==> config.mk <==
export PLATFORM = sky130hd
export DESIGN_NAME = mc_ctrl
export DESIGN_NICKNAME = d
export VERILOG_FILES = /design/src/rtl/mc_ctrl.sv
export SDC_FILE = /design/constraint.sdc
export NUM_CORES = 1
export LEC_CHECK = 0
export CORE_ASPECT_RATIO = 0.9
export CORE_MARGIN = 10
export CORE_UTILIZATION = 39
export CTS_CLUSTER_DIAMETER = 150
export DETAILED_ROUTE_END_ITERATION = 16
export PLACE_DENSITY = 0.75
export SYNTH_ARGS = -nofsm -noshare
export SYNTH_HDL_FRONTEND = slang
export SYNTH_SLANG_ARGS = --single-unit
==> constraint.sdc <==
create_clock -name clk -period 1.3 [get_ports clk]
set_input_delay 0.13 -clock clk [delete_from_list [all_inputs] [get_ports clk]]
set_output_delay 0.13 -clock clk [all_outputs]
set_load 0.005 [all_outputs]
==> src/rtl/mc_ctrl.sv <==
// mc_ctrl: multi-cycle MIPS main control FSM sequencing fetch/decode/execute/memory/writeback.
module mc_ctrl #(
    parameter int ST_W = 4
) (
    input  logic            clk,
    input  logic            rst_n,
    input  logic [5:0]      opcode,
    input  logic            zero,
    input  logic            mem_ready,
    output logic            pc_write,
    output logic            iord,
    output logic            mem_read,
    output logic            mem_write,
    output logic            ir_write,
    output logic            reg_dst,
    output logic            mem_to_reg,
    output logic            reg_write,
    output logic            alu_src_a,
    output logic [1:0]      alu_src_b,
    output logic            ext_zero,
    output logic [1:0]      pc_src,
    output logic [2:0]      alu_op,
    output logic            retire,
    output logic            illegal_op,
    output logic [ST_W-1:0] state
);
    typedef enum logic [ST_W-1:0] {
        IDLE   = ST_W'(0),
        FETCH  = ST_W'(1),
        DECODE = ST_W'(2),
        MEMADR = ST_W'(3),
        MEMRD  = ST_W'(4),
        MEMWB  = ST_W'(5),
        MEMWR  = ST_W'(6),
        REXE   = ST_W'(7),
        RWB    = ST_W'(8),
        BRANCH = ST_W'(9),
        IEXE   = ST_W'(10),
        IWB    = ST_W'(11),
        JUMP   = ST_W'(12)
    } state_t;

    localparam logic [5:0] OP_R    = 6'h00;
    localparam logic [5:0] OP_J    = 6'h02;
    localparam logic [5:0] OP_BEQ  = 6'h04;
    localparam logic [5:0] OP_BNE  = 6'h05;
    localparam logic [5:0] OP_ADDI = 6'h08;
    localparam logic [5:0] OP_ANDI = 6'h0c;
    localparam logic [5:0] OP_ORI  = 6'h0d;
    localparam logic [5:0] OP_LW   = 6'h23;
    localparam logic [5:0] OP_SW   = 6'h2b;

    state_t     state_q, state_d;
    logic [5:0] op_q, op_d;
    logic       imm_zx;
    logic [2:0] imm_op;

    always_ff @(posedge clk) begin
        if (!rst_n) begin
            state_q <= IDLE;
            op_q    <= '0;
        end else begin
            state_q <= state_d;
            op_q    <= op_d;
        end
    end

    // Logical immediates zero-extend; the ALU class is held through writeback.
    assign imm_zx = (op_q == OP_ANDI) || (op_q == OP_ORI);
    assign imm_op = (op_q == OP_ANDI) ? 3'b100 : (op_q == OP_ORI) ? 3'b101 : 3'b000;
    assign state  = state_q;

    always_comb begin
        state_d    = FETCH;
        op_d       = op_q;
        pc_write   = 1'b0;
        iord       = 1'b0;
        mem_read   = 1'b0;
        mem_write  = 1'b0;
        ir_write   = 1'b0;
        reg_dst    = 1'b0;
        mem_to_reg = 1'b0;
        reg_write  = 1'b0;
        alu_src_a  = 1'b0;
        alu_src_b  = 2'b00;
        ext_zero   = 1'b0;
        pc_src     = 2'b00;
        alu_op     = 3'b000;
        retire     = 1'b0;
        illegal_op = 1'b0;
        case (state_q)
            IDLE: state_d = FETCH;
            FETCH: begin
                mem_read  = 1'b1;
                alu_src_b = 2'b01;
                ir_write  = mem_ready;
                pc_write  = mem_ready;
                state_d   = mem_ready ? DECODE : FETCH;
            end
            DECODE: begin
                alu_src_b = 2'b11;
                op_d      = opcode;
                case (opcode)
                    OP_LW, OP_SW:            state_d = MEMADR;
                    OP_R:                    state_d = REXE;
                    OP_BEQ, OP_BNE:          state_d = BRANCH;
                    OP_ADDI, OP_ANDI, OP_ORI: state_d = IEXE;
                    OP_J:                    state_d = JUMP;
                    default: begin
                        illegal_op = 1'b1;
                        retire     = 1'b1;
                        state_d    = FETCH;
                    end
                endcase
            end
            MEMADR: begin
                alu_src_a = 1'b1;
                alu_src_b = 2'b10;
                state_d   = (op_q == OP_LW) ? MEMRD : MEMWR;
            end
            MEMRD: begin
                iord     = 1'b1;
                mem_read = 1'b1;
                state_d  = mem_ready ? MEMWB : MEMRD;
            end
            MEMWB: begin
                mem_to_reg = 1'b1;
                reg_write  = 1'b1;
                retire     = 1'b1;
            end
            MEMWR: begin
                iord      = 1'b1;
                mem_write = 1'b1;
                retire    = mem_ready;
                state_d   = mem_ready ? FETCH : MEMWR;
            end
            REXE: begin
                alu_src_a = 1'b1;
                alu_op    = 3'b010;
                state_d   = RWB;
            end
            RWB: begin
                reg_dst   = 1'b1;
                reg_write = 1'b1;
                retire    = 1'b1;
            end
            BRANCH: begin
                alu_src_a = 1'b1;
                alu_op    = 3'b001;
                pc_src    = 2'b01;
                retire    = 1'b1;
                pc_write  = (op_q == OP_BNE) ? ~zero : zero;
            end
            IEXE: begin
                alu_src_a = 1'b1;
                alu_src_b = 2'b10;
                alu_op    = imm_op;
                ext_zero  = imm_zx;
                state_d   = IWB;
            end
            IWB: begin
                reg_write = 1'b1;
                alu_op    = imm_op;
                ext_zero  = imm_zx;
                retire    = 1'b1;
            end
            JUMP: begin
                pc_src   = 2'b10;
                pc_write = 1'b1;
                retire   = 1'b1;
            end
            default: state_d = FETCH;
        endcase
    end
endmodule

==> results of run 1 <==
## cell usage after synthesis, types with 3 or more instances
cell and count:
nor2_1 21, nand2_1 17, dfxtp_1 10, a21oi_1 9, a21boi_0 7, o21ai_0 7, nand2b_1 6, clkbuf_1 4
nor2b_1 4, nor3_1 4, inv_1 3, nand3_1 3
## worst register-to-register path, delay by kind of cell (launching register included)
| kind | cells | cell delay [ps] |
|---|---|---|
| simple gates | 1 | 90 |
| compound gates | 3 | 430 |
| flops | 1 | 370 |
| buf+inv | 4 | 480 |
## power by group
part           total (mW)  switching [mW]  internal, mW
Sequential          0.320          0.0119         0.308
Clock               0.298           0.127         0.171
Combinational       0.352           0.176         0.175
Total               0.969           0.315         0.654
## area by class of cell
type,count,area (um2),area share
clock buffer,4,36.3,0.0189
timing repair buffer,93,754,0.393
tap,27,33.8,0.0176
multi-input combinational,107,860,0.448
inverter,3,16.3,0.00848
sequential,10,218,0.114
## metrics by stage
step | setup WS, ps | cell area [um2] | TNS (ps)
detailed placement | -759 | 1520 | -6980
finish | -412 | 1920 | -6090
global placement | -725 | 1520 | -6470
floorplan | -19.1 | 890 | -19.1
CTS | -361 | 1740 | -3050
global route | -448 | 1920 | -7080
## worst max path at each step
stage,endpoint,slack [ps],depth (start not counted)
floorplan,state[3],-20,5
global placement,retire,-730,6
detailed placement,retire,-760,6
CTS,pc_write,-360,5
global route,retire,-450,4
finish,pc_write,-410,5
## cells by family after synthesis
group	after synthesis	share of synthesized area
AND/OR/NAND/NOR	66	0.382
AO/OA/AOI/OAI	38	0.294
buffers and inverters	11	0.0650
flip-flops	10	0.226
multiplexers	2	0.0226
XOR/XNOR	1	0.00990
## registers in the layout (all words and copies together), names as in the netlist
name	cells
op_q	6
state	4
## timing repair
action                                  CTS  global route
endpoints found under the setup margin   33            28
resized for setup                       128            54
buffers inserted                         10            11
pin swaps                                15            24
## layer usage
metal  part of all wire  GRT usage  vias up
li1                   -          -      639
met5                  0          0        -
met4              0.054     0.0739        0
met1               0.39      0.196      706
met2               0.46      0.321      143
met3              0.095     0.0360       35
==> impl_metrics.toml, run 1 <==
[synth]
yosysWarnings = 0
synth_seq_cells = 10
syn_nets = 138
postSynthAreaPerCell_um2 = 6.91
netlist_instances = 128
ys.flop_type = "dfxtp_1"
async_flop_share = 0
yosysTopAreaCell = "dfxtp_1"
synth_enable_flop_cells = 0
ys_top_cells_by_area = "dfxtp_1, nor2_1, nand2_1"
syn_area_um2 = 885
synth_top_area_share = 0.226
synth_cell_types = 39
ys_seq_area_frac = 0.226

[layout]
nFillCells = 94
most-common-layout-cells = "buf_4, buf_6, buf_2"
num_antenna_cells = 0
layout-drive-gt1-share = 0.682
final_cells = 244
utilization = 0.887
areaGrowthSynthToFinish_pct = 117
final_common_cell = "buf_4"
fin_nets = 228

[worst_setup_path]
path_buf_inv = 1
ff2ff_path_depth = 8
cp-startpoint = "op_q[1]"
reg2reg_from = "state[2]"
worst-r2r-setup-slack_ps = -200
required_ps = 1170
arrival_ps = 1580
startpoint_type = "register"
critPathMaxStageDelay_ps = 340
path_max_fanout = 2
path_delay_family = "simple AND/OR/NAND/NOR gates"
cpMaxStageDelayCell = "dfxtp_2"
path_cells = "nor3b_4, and4bb_2, xor2_1, a211o_1, buf_2"
worstSetupPathType = "register to output port"
r2r-end = "state[1]"
end_kind = "output port"

[hold_path]
hp-start = "opcode[5]"
hold_end = "op_q[5]"
min_path_type = "primary input to register"
min_path_cells = 4

[sta]
relSlewSlack = 0.775
finalMaxSlewViolations = 0
setup_ws_ps = -412
hold_violations = 0
post-route-period-util = 1.32
holdWs_ps = 439
max_freq_mhz = 584
rsz0062_at_grt = "yes"
period_needed_ps = 1710
setup_viol = 29
skew_ps = 3.99
worstMarginPinSlew_ps = 335

[power]
total_power_uw = 969
power_density_nw_per_um2 = 505
leakage_nw = 0.847
peakVddDrop_uv = 757

[die]
die_w_um = 70.2
die-area_um2 = 4580
die_y_um = 65.2
core-area_um2 = 2160
initial_core_util = 0.409
io_pins = 33
fp-row-count = 16

[clocking]
h-tree-depth = 1
clock_sinks = 10
cts_tree = "built"
cts_inserted_buffers = 3
clockBufferDepth = 2
postCtsHoldBufs = 0
cts_root_buf = "clkbuf_4"
insertion_delay_ps = 280
clk_pin_slew_ps = 70

[global_route]
grt_util_all_layers = 0.176
grt_pass1_vias = 1393
antenna_found_initial = 0
grt_max_degree = 10
overflow = 0
grt_pass1_wl_um = 6820

[detailed_routing]
via_count = 1523
first_iter_violations = 204
wl_per_cell_um = 23.3
wl_um = 5690
ant_nets = 0
first_pass_iters = 5
routed_via_density = 6.24
post-route-drc-count = 0

[outcome]
violations = "negative setup slack"
status = "complete, but fails checks"

[job]
drv_cap = 0

[place]
dp_hpwl_um = 2550
place.gp.congestion = 0.871
io_buffer_count = 32
placedCellCount = 220
Note: power is estimated with default switching activity, not from simulation.
==> run 2: changes to the inputs <==
CAP_MARGIN = 30   (was default)
==> results of run 2 <==
The final DEF is identical to that of run 1; final timing and power are the same.
==> run 3: changes to the inputs <==
CORE_UTILIZATION = 43   (was 39)
PLACE_DENSITY = 0.78   (was 0.75)
clock period = 1.7 ns   (was 1.3 ns; I/O delays follow)
==> run 3 against run 2 <==
  * The run still ends with negative setup slack left
  * Register-to-register slack improved by 530 ps
  * Routed wire length shrank 38%
  * Core utilization shrank 8.1 points
  * Count of clock-buffer cells in the layout is the same
  * Die area down 6.6%
  * Worst hold slack got worse by 63 ps
  * Non-clock buffer count decreased by 22
  * First-iteration DRC count decreased by 82%
  * Via count shrank 20%
  * Final area is 19% lower
  * Sequential cell count unchanged
==> impl_metrics.toml, run 3 (same netlist as run 1, synthesis figures left out) <==
[global_route]
use_met3 = 0.0251
antenna_found_initial = 0
grt_pass1_vias = 1207
grt.met2_usage = 0.283
grt_max_degree = 11
busiest_layer = "met2"
overflow = 0
grt_util_all_layers = 0.158
grt_util_met1 = 0.155
grt_pass1_wl_um = 5400

[sta]
finalMaxSlewViolations = 0
period_needed_ps = 1790
post-route-period-util = 1.06
fin_setup_tns_ps = -94.3
max_freq_mhz = 557
relSlewSlack = 0.757
setup_ws_ps = -94.3
setup_viol = 1
worstMarginPinSlew_ps = 362
rsz0062_at_grt = "yes"
skew_ps = 0.400
hold_violations = 0
holdWs_ps = 375

[die]
die_y_um = 63.0
fp-row-count = 15
initial_core_util = 0.458
core-area_um2 = 1930
io_pins = 33
die-area_um2 = 4270
die_w_um = 67.8

[layout]
areaGrowthSynthToFinish_pct = 76.1
final_cells = 220
layout-drive-gt1-share = 0.369
largest_register_ffs = 6
final_common_cell = "buf_4"
num_antenna_cells = 0
most-common-layout-cells = "buf_4, nor2_1, nand2_1"
utilization = 0.806
top_register = "op_q"
nFillCells = 141
fin_nets = 206

[power]
p_seq_frac = 0.371
p_comb_frac = 0.287
p_sw_frac = 0.289
p_clk_frac = 0.341
peakVddDrop_uv = 502
power.internal_uw = 469
switching_power_uw = 190
power_density_nw_per_um2 = 423
leakage_nw = 0.723

[worst_setup_path]
startpoint_type = "register"
path_max_fanout = 10
critPathMaxStageDelay_ps = 370
end_kind = "output port"
path_buf_inv = 3
arrival_ps = 1620
required_ps = 1530
cpMaxStageDelayCell = "dfxtp_4"
path_delay_family = "buffers and inverters"
path_cells = "buf_4, inv_1, o21ai_0, o31ai_1, dlygate4sd2_1"
worstSetupPathType = "register to output port"

[outcome]
violations = "negative setup slack"
status = "complete, but fails checks"

[detailed_routing]
post-route-drc-count = 0
ant_nets = 0
wl_um = 3510
wl_per_cell_um = 16.0
first_iter_violations = 37
routed_via_density = 5.54
first_pass_iters = 4
via_count = 1218

[clocking]
clock_sinks = 10
cts_root_buf = "clkbuf_4"
cts_inserted_buffers = 3
h-tree-depth = 1
cts_tree = "built"
clockBufferDepth = 2
insertion_delay_ps = 270
postCtsHoldBufs = 0
clk_pin_slew_ps = 70

[job]
drv_cap = 0

[hold_path]
min_path_type = "primary input to register"

[place]
post-place-ws_ps = -447
dp_hpwl_um = 2430
placedCellCount = 205
io_buffer_count = 32
place.gp.congestion = 0.964
-- run 3: cell count changes in the layout (fill, tap and decap cells not counted), sizes merged --
cell	change
clkdlybuf4s50	+5
dlymetal6s2s	+2
buf	-37
clkbuf	+2
dlygate4sd2	+6
-- run 3: metrics by stage --
stage / power [mW] / area [um2]
2_1_floorplan: 0.326 / 885
3_3_place_gp: 0.429 / 1400
3_5_place_dp: 0.434 / 1400
4_1_cts: 0.651 / 1530
5_1_grt: 0.688 / 1560
6_report: 0.659 / 1560
-- run 3: metal layers --
metal	vias up	wire, um
li1	591	-
met1	571	1460
met2	46	1730
met3	10	220
met4	0	106
met5	-	0
-- run 3: tightest hold or removal path, delay by kind of cell --
kind / cells / cell delay [ps]
AND/OR/NAND/NOR: 1 / 50
buffers and inverters: 2 / 300
AO/OA/AOI/OAI: 1 / 70
-- run 3: final timing paths --
check,slack (ps),end,from,cells after the start
setup / recovery,-90,retire,state[2],5
hold / removal,380,op_q[0],opcode[0],4
setup reg to reg,330,state[0],state[2],5
hold reg to reg,510,op_q[4],op_q[4],2
-- run 3: repair_timing --
| action | in CTS | in global routing |
|---|---|---|
| gates resized for setup | 47 | 12 |
| setup buffers | 8 | 3 |
| endpoints found under the hold margin | 0 | 0 |
| endpoints found under the setup margin | 19 | 9 |
| pin swaps | 5 | 4 |
-- run 3: layout make-up --
| type | instances | area, um2 | area share |
|---|---|---|---|
| flip-flops and latches | 10 | 216 | 0.139 |
| well taps | 25 | 31.3 | 0.0201 |
| clock buffers | 4 | 36.3 | 0.0233 |
| multi-input cells | 107 | 683 | 0.439 |
| inverters | 3 | 11.3 | 0.00723 |
| repair buffers | 71 | 579 | 0.372 |
-- run 3: power by group through the flow --
stage / combinational [mW] / sequential [mW] / clock, mW
finish: 0.189 / 0.245 / 0.225
floorplan: 0.0777 / 0.248 / 0
detailed placement: 0.182 / 0.252 / 0
global placement: 0.177 / 0.252 / 0
global route: 0.205 / 0.246 / 0.237
CTS: 0.184 / 0.244 / 0.224
